===== config.mk =====
export PLATFORM = sky130hd
export DESIGN_NAME = l1_threshold_servo
export DESIGN_NICKNAME = d
export VERILOG_FILES = /design/src/rtl/l1_servo_pkg.sv /design/src/rtl/l1_servo_wbm.sv /design/src/rtl/l1_threshold_servo.sv
export SDC_FILE = /design/constraint.sdc
export NUM_CORES = 1
export LEC_CHECK = 0
export CELL_PAD_IN_SITES_DETAIL_PLACEMENT = 1
export CELL_PAD_IN_SITES_GLOBAL_PLACEMENT = 1
export CORE_ASPECT_RATIO = 0.75
export CORE_MARGIN = 4
export CORE_UTILIZATION = 42
export DETAILED_ROUTE_END_ITERATION = 6
export HOLD_SLACK_MARGIN = 0.15
export PLACE_DENSITY_LB_ADDON = 0.25
export REMOVE_ABC_BUFFERS = 1
export SLEW_MARGIN = 20
export SYNTH_ARGS = -nofsm -noshare
export SYNTH_HDL_FRONTEND = slang
export SYNTH_SLANG_ARGS = --single-unit

===== constraint.sdc =====
create_clock -name wb_clk_i -period 5.7 [get_ports wb_clk_i]
set_input_delay 1.14 -clock wb_clk_i [delete_from_list [all_inputs] [get_ports wb_clk_i]]
set_output_delay 1.14 -clock wb_clk_i [all_outputs]
set_load 0.01 [all_outputs]

===== src/rtl/l1_servo_pkg.sv =====
// rtl/l1_servo_pkg.sv - address map, state encodings and helpers shared by the L1 threshold servo
package l1_servo_pkg;

  localparam logic [14:0] SCALER_BASE = 15'h0400;
  localparam logic [14:0] THRESH_BASE = 15'h0800;
  localparam logic [14:0] APPLY_ADDR  = 15'h0000;
  localparam logic [31:0] APPLY_WORD  = 32'h1;

  typedef logic [2:0] servo_state_t;

  localparam servo_state_t S_IDLE      = 3'd0;
  localparam servo_state_t S_RD_SCALER = 3'd1;
  localparam servo_state_t S_CALC      = 3'd2;
  localparam servo_state_t S_WR_THRESH = 3'd3;
  localparam servo_state_t S_RB_THRESH = 3'd4;
  localparam servo_state_t S_WR_APPLY  = 3'd5;
  localparam servo_state_t S_DONE      = 3'd6;

  // Per-beam registers sit on a 4-byte stride above their block base.
  function automatic logic [14:0] beam_addr(input logic [14:0] base, input logic [5:0] beam);
    return base + {7'd0, beam, 2'b00};
  endfunction

endpackage


===== src/rtl/l1_servo_wbm.sv =====
// rtl/l1_servo_wbm.sv - single-transfer classic Wishbone master with per-transfer timeout
module l1_servo_wbm
  import l1_servo_pkg::*;
#(
  parameter int WB_TIMEOUT = 255
) (
  input  logic        clk,
  input  logic        rst,
  input  logic        req,
  input  logic        we,
  input  logic [14:0] adr,
  input  logic [31:0] wdat,
  output logic        done,
  output logic        err,
  output logic [31:0] rdat,
  output logic        wbm_cyc_o,
  output logic        wbm_stb_o,
  output logic        wbm_we_o,
  output logic [14:0] wbm_adr_o,
  output logic [31:0] wbm_dat_o,
  output logic [3:0]  wbm_sel_o,
  input  logic [31:0] wbm_dat_i,
  input  logic        wbm_ack_i,
  input  logic        wbm_err_i,
  input  logic        wbm_rty_i
);

  localparam int TW = $clog2(WB_TIMEOUT + 1);
  localparam logic [TW-1:0] TMO_LAST = TW'(WB_TIMEOUT - 1);

  logic [TW-1:0] tmo_cnt;

  always_ff @(posedge clk or posedge rst) begin
    if (rst) begin
      wbm_cyc_o <= 1'b0;
      wbm_stb_o <= 1'b0;
      wbm_we_o  <= 1'b0;
      wbm_adr_o <= '0;
      wbm_dat_o <= '0;
      wbm_sel_o <= '0;
      tmo_cnt   <= '0;
      done      <= 1'b0;
      err       <= 1'b0;
      rdat      <= '0;
    end else begin
      done <= 1'b0;
      err  <= 1'b0;
      if (!wbm_cyc_o) begin
        if (req) begin
          wbm_cyc_o <= 1'b1;
          wbm_stb_o <= 1'b1;
          wbm_we_o  <= we;
          wbm_adr_o <= adr;
          wbm_dat_o <= we ? wdat : '0;
          wbm_sel_o <= 4'hF;
          tmo_cnt   <= '0;
        end
      end else if (wbm_err_i || wbm_rty_i || (!wbm_ack_i && tmo_cnt == TMO_LAST)) begin
        // Retry is not honoured: it ends the transfer exactly like an error.
        wbm_cyc_o <= 1'b0;
        wbm_stb_o <= 1'b0;
        wbm_we_o  <= 1'b0;
        wbm_sel_o <= '0;
        err       <= 1'b1;
      end else if (wbm_ack_i) begin
        wbm_cyc_o <= 1'b0;
        wbm_stb_o <= 1'b0;
        wbm_we_o  <= 1'b0;
        wbm_sel_o <= '0;
        done      <= 1'b1;
        rdat      <= wbm_dat_i;
      end else begin
        tmo_cnt <= tmo_cnt + 1'b1;
      end
    end
  end

endmodule


===== src/rtl/l1_threshold_servo.sv =====
// rtl/l1_threshold_servo.sv - per-beam L1 threshold servo sweeping scalers/thresholds over Wishbone
// Optional threshold readback check: define THRESH_SERVO_READBACK_EN.
module l1_threshold_servo
  import l1_servo_pkg::*;
#(
  parameter int                     NBEAMS      = 2,
  parameter int                     THRESH_BITS = 18,
  parameter logic [THRESH_BITS-1:0] THRESH_INIT = 18'd4000,
  parameter logic [THRESH_BITS-1:0] THRESH_MIN  = 18'd1000,
  parameter logic [THRESH_BITS-1:0] THRESH_MAX  = 18'h3FFFF,
  parameter int                     WB_TIMEOUT  = 255
) (
  input  logic        wb_clk_i,
  input  logic        wb_rst_i,
  input  logic        enable_i,
  input  logic        count_done_i,
  input  logic [31:0] target_i,
  input  logic [15:0] deadband_i,
  input  logic [7:0]  step_i,
  output logic        wbm_cyc_o,
  output logic        wbm_stb_o,
  output logic        wbm_we_o,
  output logic [14:0] wbm_adr_o,
  output logic [31:0] wbm_dat_o,
  output logic [3:0]  wbm_sel_o,
  input  logic [31:0] wbm_dat_i,
  input  logic        wbm_ack_i,
  input  logic        wbm_err_i,
  input  logic        wbm_rty_i,
  output logic        busy_o,
  output logic        done_o,
  output logic [1:0]  err_o
);

  localparam int BW    = (NBEAMS > 1) ? $clog2(NBEAMS) : 1;
  localparam int NSLOT = 1 << BW;
  localparam int TB1   = THRESH_BITS + 1;
  localparam logic [BW-1:0] LAST_BEAM = BW'(NBEAMS - 1);

  servo_state_t           state;
  logic [BW-1:0]          beam;
  logic [THRESH_BITS-1:0] shadow [0:NSLOT-1];
  logic                   pending;
  logic [1:0]             err_r;
  logic                   req;

  logic        req_we;
  logic [14:0] req_adr;
  logic [31:0] req_wdat;
  logic        wb_done;
  logic        wb_err;
  logic [31:0] wb_rdat;

  logic [THRESH_BITS-1:0] cur;
  logic [THRESH_BITS-1:0] calc_next;
  logic [THRESH_BITS:0]   up_sum;
  logic [THRESH_BITS:0]   dn_limit;
  logic [32:0]            cnt_ext;
  logic [32:0]            hi;
  logic [32:0]            lo;

  assign busy_o = (state != S_IDLE);
  assign done_o = (state == S_DONE);
  assign err_o  = err_r;

  always_comb begin
    req_we   = 1'b0;
    req_adr  = beam_addr(SCALER_BASE, 6'(beam));
    req_wdat = '0;
    case (state)
      S_WR_THRESH: begin
        req_we   = 1'b1;
        req_adr  = beam_addr(THRESH_BASE, 6'(beam));
        req_wdat = 32'(shadow[beam]);
      end
      S_RB_THRESH: req_adr = beam_addr(THRESH_BASE, 6'(beam));
      S_WR_APPLY: begin
        req_we   = 1'b1;
        req_adr  = APPLY_ADDR;
        req_wdat = APPLY_WORD;
      end
      default: ;
    endcase
  end

  // wb_rdat still holds the scaler just read while in CALC.
  always_comb begin
    cur       = shadow[beam];
    cnt_ext   = {1'b0, wb_rdat};
    hi        = {1'b0, target_i} + {17'd0, deadband_i};
    lo        = ({16'd0, deadband_i} > target_i) ? 33'd0 : ({1'b0, target_i} - {17'd0, deadband_i});
    up_sum    = {1'b0, cur} + TB1'(step_i);
    dn_limit  = {1'b0, THRESH_MIN} + TB1'(step_i);
    calc_next = cur;
    if (cnt_ext > hi)
      calc_next = (up_sum > {1'b0, THRESH_MAX}) ? THRESH_MAX : up_sum[THRESH_BITS-1:0];
    else if (cnt_ext < lo)
      calc_next = ({1'b0, cur} < dn_limit) ? THRESH_MIN : cur - THRESH_BITS'(step_i);
  end

  always_ff @(posedge wb_clk_i or posedge wb_rst_i) begin
    if (wb_rst_i) begin
      state   <= S_IDLE;
      beam    <= '0;
      pending <= 1'b0;
      err_r   <= 2'b00;
      req     <= 1'b0;
      for (int i = 0; i < NSLOT; i++) shadow[i] <= THRESH_INIT;
    end else begin
      req <= 1'b0;
      // Single-deep request latch; a further period while one is queued is lost.
      if (state != S_IDLE && count_done_i && enable_i) begin
        if (pending) err_r[1] <= 1'b1;
        else         pending  <= 1'b1;
      end
      case (state)
        S_IDLE: begin
          if ((count_done_i || pending) && enable_i) begin
            beam    <= '0;
            pending <= 1'b0;
            state   <= S_RD_SCALER;
            req     <= 1'b1;
          end
        end
        S_RD_SCALER: begin
          if (wb_err) begin
            err_r[0] <= 1'b1;
            state    <= S_IDLE;
          end else if (wb_done) begin
            if (!enable_i) begin
              state   <= S_IDLE;
              pending <= 1'b0;
            end else begin
              state <= S_CALC;
            end
          end
        end
        S_CALC: begin
          if (!enable_i) begin
            state   <= S_IDLE;
            pending <= 1'b0;
          end else begin
            shadow[beam] <= calc_next;
            state        <= S_WR_THRESH;
            req          <= 1'b1;
          end
        end
        S_WR_THRESH: begin
          if (wb_err) begin
            err_r[0] <= 1'b1;
            state    <= S_IDLE;
          end else if (wb_done) begin
            if (!enable_i) begin
              state   <= S_IDLE;
              pending <= 1'b0;
            end else begin
`ifdef THRESH_SERVO_READBACK_EN
              state <= S_RB_THRESH;
`else
              if (beam == LAST_BEAM) begin
                state <= S_WR_APPLY;
              end else begin
                beam  <= beam + 1'b1;
                state <= S_RD_SCALER;
              end
`endif
              req <= 1'b1;
            end
          end
        end
`ifdef THRESH_SERVO_READBACK_EN
        S_RB_THRESH: begin
          if (wb_err || (wb_done && wb_rdat[THRESH_BITS-1:0] != shadow[beam])) begin
            err_r[0] <= 1'b1;
            state    <= S_IDLE;
          end else if (wb_done) begin
            if (!enable_i) begin
              state   <= S_IDLE;
              pending <= 1'b0;
            end else begin
              if (beam == LAST_BEAM) begin
                state <= S_WR_APPLY;
              end else begin
                beam  <= beam + 1'b1;
                state <= S_RD_SCALER;
              end
              req <= 1'b1;
            end
          end
        end
`endif
        S_WR_APPLY: begin
          if (wb_err) begin
            err_r[0] <= 1'b1;
            state    <= S_IDLE;
          end else if (wb_done) begin
            if (!enable_i) begin
              state   <= S_IDLE;
              pending <= 1'b0;
            end else begin
              state <= S_DONE;
            end
          end
        end
        S_DONE:  state <= S_IDLE;
        default: state <= S_IDLE;
      endcase
    end
  end

  l1_servo_wbm #(
    .WB_TIMEOUT (WB_TIMEOUT)
  ) u_wbm (
    .clk       (wb_clk_i),
    .rst       (wb_rst_i),
    .req       (req),
    .we        (req_we),
    .adr       (req_adr),
    .wdat      (req_wdat),
    .done      (wb_done),
    .err       (wb_err),
    .rdat      (wb_rdat),
    .wbm_cyc_o (wbm_cyc_o),
    .wbm_stb_o (wbm_stb_o),
    .wbm_we_o  (wbm_we_o),
    .wbm_adr_o (wbm_adr_o),
    .wbm_dat_o (wbm_dat_o),
    .wbm_sel_o (wbm_sel_o),
    .wbm_dat_i (wbm_dat_i),
    .wbm_ack_i (wbm_ack_i),
    .wbm_err_i (wbm_err_i),
    .wbm_rty_i (wbm_rty_i)
  );

endmodule


==> run metrics, run 1 <==
Hold Path Stages 2; antenna violations before repair 0; PortBufs between 100 and 150; DRT Pass-1 Iters 5; Critical R2R Capture shadow[28]; Yosys top cell area share 23.7%; die width 189 µm; Clk Latency, worst-skew pair between 0.3 and 0.4 ns; area leader, netlist dfrtp_1; failing checks setup timing; vias per cell 5.78; Peak Freq 0.171 GHz; H-tree levels 3; VDD IR max between 150 and 200 µV; fin util 59.0%; Req. time, crit path 5.95 ns; Starting DRT DRC Count 774; Post-Syn Instances about 1.2k; slew margin rel. 27.2%; outcome finished, violations left; Avg WL per Cell about 21 µm; synth unique cells 82; Setup WS post-layout -0.155 ns; critical path's largest stage delay 0.49 ns; sequential fraction of the synthesis area 26.7%; Initial Util a little over two fifths; Final Max Slew Viols 0; max cap viols 0; DP HPWL 28.1 mm; Hold Path End u_wbm.wbm_dat_o[6]; flops & latches, synth 110; Routed Wire Length 39.0 mm; fin nets 1,711; largest net degree at the start of global routing ~70; Num CTS Buffers 9; Crit path depth 23; Placer Congestion approximately 0.93; final hold violations 0; Slowest cell on crit path clkdlybuf4s50_1; r2r setup slk around 1.3 ns; number of synthesized flops with an enable pin 0; ANT nets after route 0; CP Cell Sequence clkdlybuf4s50_1, inv_1, ha_1, buf_4, nand4b_1, nor3_2, o31ai_1, buf_4, o211a_4, nand2_1, buf_6, nand2_1, ha_1, a21oi_1, o21ai_1, a221oi_4, o221ai_4, a311oi_4, or2_4, buf_6, a21oi_2, o22a_1, mux2_4; crit end category flip-flop; Top Ports 153; start point of the worst hold path u_wbm.wbm_dat_o[6]; Warnings, synthesis 0; WS Path Type input port to flip-flop; Clock Path Buffers 2; Finish-stage setup viols 31; Worst Skew 0.00867 ns; CTS sink cnt 110; Async S/R FF share, synth 100%; Syn Area/Cell around 8.4 µm²; Hold Crit Class flip-flop to flip-flop; crit path DAT around 6.1 ns; Pleak 6.33 nW; unrepaired setup endpoints after global routing true; first-pass GRT wire length 57.1 mm; Core Box Area 0.0242 mm²; Die Y 144 µm; Final min period 5.86 ns; Synth Cell Area 0.0104 mm²; layout cells sized above 1 26.7%; CTS root buf clkbuf_16; worst r2r path cells 12; P&R area growth vs syn 37.6%; via count 10.6k; grt ovf 0; total power draw 5.32 mW; row count slightly below 50; synth top area cells dfrtp_1 24%, ha_1 15%, mux2_2 5.0%, nand2_1 4.4%, xnor2_1 4.1%; Crit path max-delay family compound AO/OA/AOI/OAI gates; setup tns final -2.66 ns; GRT Util Overall between 20% and 30%; Worst Path Buf+Inv 6; Commonest cells post-synth 122 x nand2_1, 121 x ha_1, 99 x nor2_1, 98 x dfrtp_1, 78 x a21oi_1; prevailing post-synth register cell dfrtp_1; TritonCTS clock tree built; fin area 0.0143 mm²; FILL cells between 2k and 3k; vias in the first global route 10.5k; ANT cells 0; Final Non-Filler Cells 1,827; r2r startpoint beam; placed cell count between 1.5k and 2k; full die area approximately 0.027 mm²; fin crit share 103%; cts-stage hold buffer count 0; CTS clk-pin slew, worst paths roughly 0.080 ns; Setup crit start kind input port; most frequent cell after synthesis nand2_1; critical-path maximum fanout 12; Slew @ Worst Pin 1.08 ns; post-route DRC violation count 0; PwrDens between 300 and 400 mW/mm²; placed cell areas 0.0129 mm²
worst min-delay path, cell delays in order (launching register included):
cell	delay, ns
dfrtp_1	0.35
nand2_1	0.05
nand2_1	0.05
kinds of logic (layout without fill, tap and decap cells):
group	count (synthesis)	in the layout	share of synthesized area, %
xor gates and xnor gates	72	72	6.08
DFF	110	110	26.7
AOI/OAI and AO/OA	296	296	18.9
muxes	68	68	7.12
and+or+nand+nor	398	398	18.6
adders and majority gates	125	125	15.4
other	1	26	0.0362
buffers and inverters	157	401	7.19
per-stage QoR:
stage	setup slack (ns)	hold WS [ns]
6_report	-0.155	0.478
5_1_grt	-0.288	0.503
4_1_cts	-0.0234	0.482
3_5_place_dp	-1.29	0.465
3_3_place_gp	-1.02	0.449
2_1_floorplan	-0.770	0.448
placed cells by master (no fill, tap or decap), drive strengths merged, types with 6 or more instances in the layout:
cell type	instances
buf	197
nor3	38
a31oi	16
clkdlybuf4s50	110
o21a	10
nand4	19
and3	6
dlymetal6s2s	6
o31ai	40
a21o	12
dfstp	12
mux2i	22
or3	10
ha	121
nand3	31
xnor2	48
inv	66
nand2b	12
mux2	46
o21ai	60
a211oi	8
o21bai	7
nor2	99
a311oi	6
nor2b	15
or2	8
and2	6
nor4	9
a2111oi	6
a21oi	81
clkbuf	10
dfrtp	98
dlygate4sd2	6
xor2	24
conb	26
nand2	122
layout make-up:
cell class / count / area, µm² / share of cell area (%)
flip-flops and latches: 110 / 2770 / 19.4
repair buffers: 321 / 2800 / 19.6
inverters: 64 / 248 / 1.74
well taps: 331 / 414 / 2.90
multi-input cells: 985 / 7750 / 54.4
clock buffers: 10 / 229 / 1.61
clock inverters: 6 / 52.6 / 0.368
sequential cells by signal, summed over array words and instances (netlist names):
name,flops
u_wbm.err,1
err_o,2
u_wbm.wbm_we_o,1
u_wbm.tmo_cnt,8
u_wbm.wbm_dat_o,18
req,1
u_wbm.wbm_sel_o,1
u_wbm.done,1
pending,1
u_wbm.rdat,32
beam,1
shadow,36
state,3
u_wbm.wbm_adr_o,3
u_wbm.wbm_cyc_o,1
timing repair:
action                                  in CTS  in global routing
buffers inserted                             5                 23
pin swaps                                   26                 70
endpoints found under the hold margin        0                  0
endpoints found under the setup margin      36                 36
gates resized for setup                     81                115
metal layers:
layer  GRT usage [%]  vias to the layer above  wire length (µm)
met2            41.2                      359             17800
met4            4.76                        0               692
met1            37.6                     5265             18200
met3            4.08                       65              2260
li1                -                     4874                 -
met5               0                        -                 0
report_power, final:
| part | switching (mW) | leakage [nW] | total [mW] | internal [mW] |
|---|---|---|---|---|
| registers | 0.217 | 1.42 | 1.20 | 0.983 |
| clock network | 0.331 | 0.132 | 0.636 | 0.305 |
| logic | 1.95 | 4.77 | 3.48 | 1.53 |
how the worst max path moves through the flow:
| stage | from | end |
|---|---|---|
| floorplan | target_i[0] | shadow[11] |
| global placement | target_i[0] | shadow[1] |
| detailed placement | deadband_i[0] | shadow[19] |
| CTS | target_i[0] | shadow[21] |
| global route | deadband_i[13] | shadow[3] |
| finish | deadband_i[13] | shadow[21] |
(Power assumes the default switching activity.)
==> run 2, diff against run 1 <==
- CORE_UTILIZATION: 42 -> 43
- CTS_BUF_LIST: unset -> sky130_fd_sc_hd__clkbuf_4 sky130_fd_sc_hd__clkbuf_8
- TNS_END_PERCENT: unset -> 100
==> run 2 against run 1 <==
Against the previous run:
- the run still ends with setup timing left
- setup slack worse by 0.23 ns
- die area is 2.2% lower
- total power is 1.4% lower
- clock skew is 0.015 ns higher
- sequential power hardly changed
- routed wire length is 4.7% higher
- combinational power hardly changed
- cell count is 1.7% lower
- global-route usage is 2.0 points higher
- highest routed layer unchanged
==> run metrics, run 2 (same netlist as run 1, synthesis figures left out) <==
outcome finished, violations left; failing checks setup timing; crit path DAT 6.44 ns (+0.34 ns); CTS sink cnt 110 (unchanged); PwrDens 375 mW/mm² (+0.51%); Avg WL per Cell 22.7 µm (+6.5%); vias in the first global route 10.9k (+3.9%); Slew @ Worst Pin 1.01 ns (-0.0637 ns); max cap viols 0 (unchanged); VDD IR max 186 µV (-6.6%); PortBufs 126 (unchanged); WS Path Type input port to flip-flop; P&R area growth vs syn 35.0%; vias per cell 6.04 (+4.5%); H-tree levels 3 (unchanged); full die area 0.0267 mm² (-2.2%); Clk Latency, worst-skew pair 0.43 ns (+0.07 ns); post-route DRC violation count 0 (unchanged); Pleak 6.26 nW (-0.97%); TritonCTS clock tree built; critical-path maximum fanout 9 (-3); Starting DRT DRC Count 936 (+21%); Core Box Area 0.0234 mm² (-3.3%); crit end category flip-flop; Top Ports 153 (unchanged); Placer Congestion 0.933 (about the same); largest net degree at the start of global routing 79 (+14%); max reg flops 36 (unchanged); Hold Crit Class flip-flop to flip-flop; Setup crit start kind input port; first-pass GRT wire length 60.1 mm (+5.3%); DP HPWL 28.6 mm (+1.9%); row count 48 (-2.0%); Initial Util 44.4% (+1.5 points); die width 187 µm (-1.1%); Top reg by flops shadow; Regs by FF count shadow x36, u_wbm.rdat x32, u_wbm.wbm_dat_o x18; Peak Freq 0.164 GHz (-3.8%); slew margin rel. 32.4% (+5.3 points); fin crit share 107% (+4.0 points); Final min period 6.09 ns (+0.230 ns); cts-stage hold buffer count 0 (unchanged); layout cells sized above 1 25.2% (-1.5 points); critical path's largest stage delay 0.49 ns (about the same); Worst Skew 0.0235 ns (+0.0148 ns); commonest non-fill, non-tap cell in the layout buf_4; placed cell count 1,752 (-1.8%); placed cell areas 0.0129 mm² (-0.24%); most frequent cells in the layout 184 x buf_4, 121 x nand2_1, 116 x clkdlybuf4s50_1; Slowest cell on crit path clkdlybuf4s50_1; ANT cells 0 (unchanged); Worst path most repeated cell buf_4; Routed Wire Length 40.8 mm (+4.7%); Num CTS Buffers 9 (unchanged); Req. time, crit path 6.05 ns (+0.10 ns); grt ovf 0 (unchanged); final hold violations 0 (unchanged); DRT Pass-1 Iters 5 (unchanged); Finish-stage setup viols 36 (+16%); ANT nets after route 0 (unchanged); antenna violations before repair 0 (unchanged); unrepaired setup endpoints after global routing true; CTS root buf clkbuf_8; Clock Path Buffers 2 (unchanged); GRT Util Overall 27.8% (+2.0 points); Final Max Slew Viols 0 (unchanged); fin area 0.0140 mm² (-1.9%); Setup WS post-layout -0.385 ns (-0.230 ns); Final Non-Filler Cells 1,796 (-1.7%); fin nets 1,711 (unchanged); via count 10.9k (+2.7%); Die Y 142 µm (-1.1%); CTS clk-pin slew, worst paths 0.12 ns (+0.04 ns)
-- run 2: what timing repair did --
action                     4_1_cts  5_1_grt
hold endpoints to repair         0        0
pin swaps                       32       59
setup endpoints to repair       36       36
gates resized for setup         87       63
gates cloned                     1        0
setup buffers                   14       15
-- run 2: power by group --
| part | internal, mW | switching [mW] |
|---|---|---|
| Sequential | 0.982 | 0.216 |
| Combinational | 1.52 | 1.99 |
| Clock | 0.180 | 0.355 |
| Total | 2.68 | 2.56 |
-- run 2: critical path, delay by kind of cell --
family	cells	cell delay, ns
AOI/OAI and AO/OA	6	1.60
buffers and inverters	7	1.30
and+or+nand+nor	8	1.29
adders and majority gates	2	0.65
muxes	1	0.27
xor gates and xnor gates	1	0.16
-- run 2: final cells by class --
| type | instances | area [µm²] |
|---|---|---|
| Fill cell | 2731 | 9370 |
| Timing Repair Buffer | 321 | 2800 |
| Multi-Input combinational cell | 985 | 7590 |
| Clock inverter | 7 | 87.6 |
| Tap cell | 300 | 375 |
| Clock buffer | 9 | 124 |
| Inverter | 64 | 248 |
| Sequential cell | 110 | 2770 |
-- run 2: through the flow --
stage	total power, mW	TNS, ns	hold WS (ns)	setup slack, ns	util (%)
6_report	5.25	-9.42	0.490	-0.385	59.9
5_1_grt	5.54	-12.94	0.504	-0.458	59.9
4_1_cts	4.82	0	0.492	0.00307	58.0
3_5_place_dp	4.08	-43.52	0.466	-1.35	55.1
3_3_place_gp	3.93	-32.74	0.457	-1.04	55.1
2_1_floorplan	2.89	-19.84	0.448	-0.770	-
-- run 2: worst paths after layout --
check	start	to	slack (ns)	cells after the start
setup / recovery	deadband_i[9]	shadow[29]	-0.39	25
hold / removal	u_wbm.wbm_dat_o[3]	u_wbm.wbm_dat_o[3]	0.49	2
setup reg to reg	beam	shadow[28]	1.03	13
min in group asynchronous	wb_rst_i	u_wbm.rdat[12]	1.26	2
max in group asynchronous	wb_rst_i	shadow[25]	3.43	3
hold reg to reg	u_wbm.wbm_dat_o[3]	u_wbm.wbm_dat_o[3]	0.49	2
-- run 2: routing by layer --
layer  share of wire [%]  vias up  GRT usage [%]
met5                   0        -              0
met4                 2.4        0           4.90
met3                 6.9       83           4.68
met2                  45      431           43.9
met1                  46     5452           40.6
li1                    -     4885              -
